**src/rtl/seven_segs_scanner.sv**
```systemverilog
// rtl/seven_segs_scanner.sv - time-multiplexed seven-segment scanner with PWM, blanking and frame-synchronous loading
module seven_segs_scanner #(
  parameter int DIGITS         = 6,
  parameter int SCAN_DIV       = 50000,
  parameter int BRIGHT_W       = 4,
  parameter bit SEG_ACTIVE_LOW = 1'b0,
  parameter bit AN_ACTIVE_LOW  = 1'b0
) (
  input  logic                  Clock,
  input  logic                  Reset,
  input  logic                  Load,
  input  logic [4*DIGITS-1:0]   Data,
  input  logic [DIGITS-1:0]     Points,
  input  logic [DIGITS-1:0]     DisplayEnables,
  input  logic [BRIGHT_W-1:0]   Brightness,
  input  logic                  LeadingZeroBlank,
  output logic [7:0]            SevenSegsAndPoint,
  output logic [DIGITS-1:0]     ShowOneofDigits,
  output logic                  FrameStart,
  output logic                  Pending
);

  localparam int PRE_W = (SCAN_DIV > 1) ? $clog2(SCAN_DIV) : 1;
  localparam int IDX_W = $clog2(DIGITS);
  localparam logic [PRE_W-1:0]  PRE_LAST = PRE_W'(SCAN_DIV - 1);
  localparam logic [IDX_W-1:0]  IDX_LAST = IDX_W'(DIGITS - 1);
  // XOR masks that also serve as the idle (inactive) output levels
  localparam logic [7:0]        SEG_OFF  = {8{SEG_ACTIVE_LOW}};
  localparam logic [DIGITS-1:0] AN_OFF   = {DIGITS{AN_ACTIVE_LOW}};

  logic [PRE_W-1:0]    pre;
  logic [IDX_W-1:0]    idx;
  logic                boundary;

  logic [4*DIGITS-1:0] sh_data;
  logic [DIGITS-1:0]   sh_pts;
  logic [DIGITS-1:0]   sh_en;
  logic [4*DIGITS-1:0] act_data;
  logic [DIGITS-1:0]   act_pts;
  logic [DIGITS-1:0]   act_en;
  logic                pending;

  logic [3:0]          nib [DIGITS];
  logic [DIGITS-1:0]   blank;
  logic                upper_zero;
  logic [3:0]          cur_nib;
  logic                lit;
  logic [DIGITS-1:0]   onehot;
  logic                wrap_d;

  // Hex nibble to active-high segments, bit 0 = a ... bit 6 = g
  function automatic logic [6:0] decode(input logic [3:0] n);
    case (n)
      4'h0: decode = 7'h3F;
      4'h1: decode = 7'h06;
      4'h2: decode = 7'h5B;
      4'h3: decode = 7'h4F;
      4'h4: decode = 7'h66;
      4'h5: decode = 7'h6D;
      4'h6: decode = 7'h7D;
      4'h7: decode = 7'h07;
      4'h8: decode = 7'h7F;
      4'h9: decode = 7'h6F;
      4'hA: decode = 7'h77;
      4'hB: decode = 7'h7C;
      4'hC: decode = 7'h39;
      4'hD: decode = 7'h5E;
      4'hE: decode = 7'h79;
      default: decode = 7'h71;
    endcase
  endfunction

  assign boundary = (pre == PRE_LAST) && (idx == IDX_LAST);
  assign Pending  = pending;

  // Scan counters: prescaler inside a digit slot, digit index across slots
  always_ff @(posedge Clock) begin
    if (Reset) begin
      pre <= '0;
      idx <= '0;
    end else if (pre == PRE_LAST) begin
      pre <= '0;
      idx <= (idx == IDX_LAST) ? '0 : idx + 1'b1;
    end else begin
      pre <= pre + 1'b1;
    end
  end

  // Shadow captures on Load; active only updates at a frame boundary so a frame never tears
  always_ff @(posedge Clock) begin
    if (Reset) begin
      sh_data  <= '0;
      sh_pts   <= '0;
      sh_en    <= '0;
      act_data <= '0;
      act_pts  <= '0;
      act_en   <= '0;
      pending  <= 1'b0;
    end else begin
      if (boundary && pending) begin
        act_data <= sh_data;
        act_pts  <= sh_pts;
        act_en   <= sh_en;
      end
      if (Load) begin
        sh_data <= Data;
        sh_pts  <= Points;
        sh_en   <= DisplayEnables;
        pending <= 1'b1;
      end else if (boundary) begin
        pending <= 1'b0;
      end
    end
  end

  // Split the active data word into per-digit nibbles
  always_comb begin
    for (int i = 0; i < DIGITS; i++) begin
      nib[i] = act_data[4*i +: 4];
    end
  end

  // Leading-zero blanking: scan from the top digit down while every nibble seen so far is zero
  always_comb begin
    upper_zero = 1'b1;
    blank      = '0;
    for (int i = DIGITS - 1; i >= 0; i--) begin
      upper_zero = upper_zero & (nib[i] == 4'd0);
      if (i != 0) begin
        blank[i] = LeadingZeroBlank & upper_zero;
      end
    end
  end

  // Lit decision for the current slot: enabled, not blanked, past the dead cycle, inside the PWM window
  always_comb begin
    cur_nib = nib[idx];
    onehot  = {{(DIGITS-1){1'b0}}, 1'b1} << idx;
    lit     = act_en[idx] & ~blank[idx] & (pre != '0) &
              (pre[BRIGHT_W-1:0] < Brightness);
  end

  // Registered pin drive with polarity applied; FrameStart lines up with digit 0's first output cycle
  always_ff @(posedge Clock) begin
    if (Reset) begin
      SevenSegsAndPoint <= SEG_OFF;
      ShowOneofDigits   <= AN_OFF;
      wrap_d            <= 1'b0;
      FrameStart        <= 1'b0;
    end else begin
      SevenSegsAndPoint <= (lit ? {act_pts[idx], decode(cur_nib)} : 8'h00) ^ SEG_OFF;
      ShowOneofDigits   <= (lit ? onehot : '0) ^ AN_OFF;
      wrap_d            <= boundary;
      FrameStart        <= wrap_d;
    end
  end

endmodule

```
**config.mk**
```make
export PLATFORM = sky130hd
export DESIGN_NAME = seven_segs_scanner
export DESIGN_NICKNAME = d
export VERILOG_FILES = /design/src/rtl/seven_segs_scanner.sv
export SDC_FILE = /design/constraint.sdc
export NUM_CORES = 1
export LEC_CHECK = 0
export CAP_MARGIN = 20
export CORE_ASPECT_RATIO = 0.9
export CORE_MARGIN = 2
export CORE_UTILIZATION = 35
export CTS_CLUSTER_DIAMETER = 120
export DETAILED_ROUTE_END_ITERATION = 16
export SYNTH_ARGS = -nofsm -noshare
export SYNTH_HDL_FRONTEND = slang
export SYNTH_SLANG_ARGS = --single-unit
export TNS_END_PERCENT = 100
```
**constraint.sdc**
```tcl
create_clock -name Clock -period 6.9 [get_ports Clock]
set_input_delay 1.035 -clock Clock [delete_from_list [all_inputs] [get_ports Clock]]
set_output_delay 1.035 -clock Clock [all_outputs]
set_load 0.03 [all_outputs]
```
==> reports/results.tsv <==
stage	metric	value	unit
cells_and_area	Final #Nets	575	
sta	RSZ-0062 raised after global routing	no	
detailed_routing	met2 WL post-DR	4440	um
sta	WHS	0.445	ns
sta	Slew Viols, Final	0	
synth	multiplexer share of the synthesized area	0.205	
clocking	Clock Tree Root	clkbuf_16	
synth	post-synth cell types	45	
setup_path	Reg2Reg Depth	8	
global_routing	global route overflow	0	
die	die height	113	um
clocking	clk_lat worst skew	0.35	ns
setup_path	RR Startpoint	idx[0]$_SDFFE_PP0N_	
global_routing	GRT Util Overall	0.142	
clocking	cts bufs inserted	9	
detailed_routing	WL met3	357	um
sta	final worst path period share	0.402	
placed_design	Final Wtd Congestion	0.813	
min_path	hold_sp	wrap_d$_SDFF_PP0_	
global_routing	largest net degree at the start of global routing	82	
clocking	Clock transition at path regs	0.07	ns
detailed_routing	top layer in use	met4	
sta	Fin. Hold Viols	0	
placed_design	placed cell count	670	
pwr	P_leak	2.38	nW
synth	syn avg cell area	9.86	sq um
clocking	Hold Buf Count CTS	0	
placed_design	post-placement cell area	0.00529	sq mm
synth	Synth Warn #	0	
synth	Post-Syn Area	0.00463	sq mm
pwr	power per cell area	227	mW/mm^2
synth	compound-gate portion of the synthesized area	0.0508	
setup_path	reg2reg setup slack	4.12	ns
min_path	Worst Hold Class	reg -> reg	
cells_and_area	Ant. Diodes	0	
setup_path	Startpoint Class	flip-flop	
synth	simple-gate share of the synthesized area	0.170	
placed_design	post-place setup slack	3.67	ns
run_status	status	finished clean	
setup_path	Req. time, crit path	7.11	ns
synth	asr flop ratio synth	0	
min_path	Hold Path Cell Cnt	1	
synth	Synth Area in XOR/XNOR	0.0283	
setup_path	critical path fanouts, max	14	
clocking	H-tree depth	3	
sta	Final Setup Violations	0	
detailed_routing	DRT iter0 DRCs	191	
global_routing	initial antenna violation count	0	
clocking	total clock sinks	108	
sta	final worst slack	4.12	ns
setup_path	Critical R2R Capture	SevenSegsAndPoint[2]$_SDFF_PP0_	
synth	synthesized instance count	470	
die	initial core utilization	0.361	
detailed_routing	Vias	3445	
detailed_routing	Pre-antenna DRT Iters	4	
detailed_routing	wire length on met1	4740	um
detailed_routing	routed length per placed instance	14.0	um
setup_path	critical path arrival	2.98	ns
setup_path	Worst path top cell family by delay	flip-flops	
placed_design	I/O Buffers	59	
clocking	Clock Path Buffers	2	
pwr	Max VDD drop	154	uV
sta	relative slew slack	0.278	
die	row count	39	
die	Die W	125	um
setup_path	CP max stage delay	0.65	ns
synth	Seq/Total Area, Yosys	0.467	
die	die area	0.0142	sq mm
sta	fin crit period	2.78	ns
clocking	TritonCTS clock tree	built	
placed_design	Detail Placement HPWL	6870	um
setup_path	Slowest cell on crit path	dfxtp_1	
setup_path	Worst Setup End Kind	flip-flop	
sta	clock skew	0.00640	ns
sta	Setup Total Neg Slack	0	ns
min_path	Hold Path Sink	FrameStart$_SDFF_PP0_	
cells_and_area	commonest non-fill, non-tap cell in the layout	dfxtp_1	
detailed_routing	Post-Route WL	9650	um
cells_and_area	layout cells sized above 1	0.0611	
flow_run	max cap viols	0	
setup_path	Critical path buffers and inverters	1	
die	# IOs	60	
die	CORE AREA	0.0128	sq mm
cells_and_area	design area	0.00563	sq mm
synth	commonest register cell after synthesis	dfxtp_1	
global_routing	number of global-route vias before repair	3411	
cells_and_area	final non-filler cell total	688	
synth	largest family of logic cells by synthesized area	multiplexers	
setup_path	CP Class	reg -> reg	
detailed_routing	DRC	0	
detailed_routing	DRT antenna net count	0	
setup_path	crit-path cells	buf_4 > mux4_2 > nand2_1 > o21ai_0 > ha_1 > nand3_1 > nor2_1 > a2111oi_0	
synth	EDFF count, synth	0	
clocking	PostCTS Resize Cnt	0	
synth	synthesis-stage register bit count	108	
clocking	postcts setup bufs	0	
sta	Worst-Margin Slew	1.08	ns
cells_and_area	most frequent cells in the layout	dfxtp_1 (108), nor2_1 (102), mux2i_1 (82)	
global_routing	wire length of the first global-routing pass	16500	um
synth	syn_nets	526	
detailed_routing	vias per cell	5.01	
synth	Adder-Cell Fraction of Synth Area	0.0324	
cells_and_area	Synth-to-Final Area Change	21.5	%
sta	maximum clock rate	0.360	GHz
## per-stage QoR
stage	util	power [mW]
floorplan	-	0.696
global placement	0.412	0.730
detailed placement	0.412	0.732
CTS	0.438	1.30
global route	0.439	1.33
finish	0.439	1.28
## registers in the layout, summed over array words and instances (netlist names)
| name | cells |
|---|---|
| act_data | 24 |
| sh_data | 24 |
| pre | 16 |
| SevenSegsAndPoint | 8 |
| ShowOneofDigits | 6 |
| act_en | 6 |
| act_pts | 6 |
| sh_en | 6 |
| sh_pts | 6 |
| idx | 3 |
| FrameStart | 1 |
| Pending | 1 |
| wrap_d | 1 |
## Yosys cell counts, types with 4 or more instances
library cell,n,area (sq um)
o21ai_0,5,25.0
a21oi_1,7,35.0
nand2b_1,5,31.3
nor3_1,13,65.1
clkbuf_1,15,56.3
nor4_1,9,56.3
nor2_1,102,383
nand4_1,7,43.8
xor2_1,7,61.3
mux2i_1,82,821
o211ai_1,4,30.0
nand2_1,16,60.1
ha_1,12,150
inv_1,16,60.1
dfxtp_1,108,2160
buf_2,4,20.0
or3_1,4,25.0
xnor2_1,8,70.1
nand3_1,10,50.1
## routing by layer
metal | up-vias | GRT usage
met2 | 62 | 0.228
li1 | 1711 | -
met4 | 0 | 0.0459
met3 | 10 | 0.0355
met1 | 1662 | 0.188
met5 | - | 0
## kinds of logic (layout without fill, tap and decap cells)
| group | after synthesis | in the layout |
|---|---|---|
| AND/OR/NAND/NOR | 173 | 173 |
| flip-flops | 108 | 108 |
| AO/OA/AOI/OAI | 32 | 32 |
| multiplexers | 88 | 88 |
| adder cells (fa/ha/maj) | 12 | 12 |
| XOR/XNOR | 15 | 15 |
| buffers and inverters | 42 | 96 |
## worst max-delay path by stage
stage                             start  slack (ns)                         endpoint  depth (start not counted)
finish              idx[0]$_SDFFE_PP0N_        4.12  SevenSegsAndPoint[2]$_SDFF_PP0_                          8
global route        idx[0]$_SDFFE_PP0N_        3.79  SevenSegsAndPoint[2]$_SDFF_PP0_                          8
CTS                       Brightness[1]        4.02  SevenSegsAndPoint[2]$_SDFF_PP0_                          7
detailed placement        Brightness[1]        3.67  SevenSegsAndPoint[2]$_SDFF_PP0_                          7
global placement          Brightness[1]        3.79  SevenSegsAndPoint[2]$_SDFF_PP0_                          7
floorplan                          Load        4.60          sh_data[0]$_SDFFE_PP0P_                          4
## cell type report
| type | count | area, sq um |
|---|---|---|
| Tap cell | 164 | 205 |
| Clock inverter | 6 | 92.6 |
| Inverter | 16 | 60.1 |
| Timing Repair Buffer | 64 | 618 |
| Sequential cell | 108 | 2160 |
| Multi-Input combinational cell | 320 | 2250 |
| Fill cell | 1264 | 7200 |
| Clock buffer | 10 | 239 |
## where the power goes
| part | switching (mW) | internal (mW) | leakage [nW] |
|---|---|---|---|
| clock | 0.232 | 0.330 | 0.156 |
| combinational | 0.0288 | 0.0398 | 1.34 |
| sequential | 0.0105 | 0.637 | 0.878 |
(Power assumes the default switching activity.)
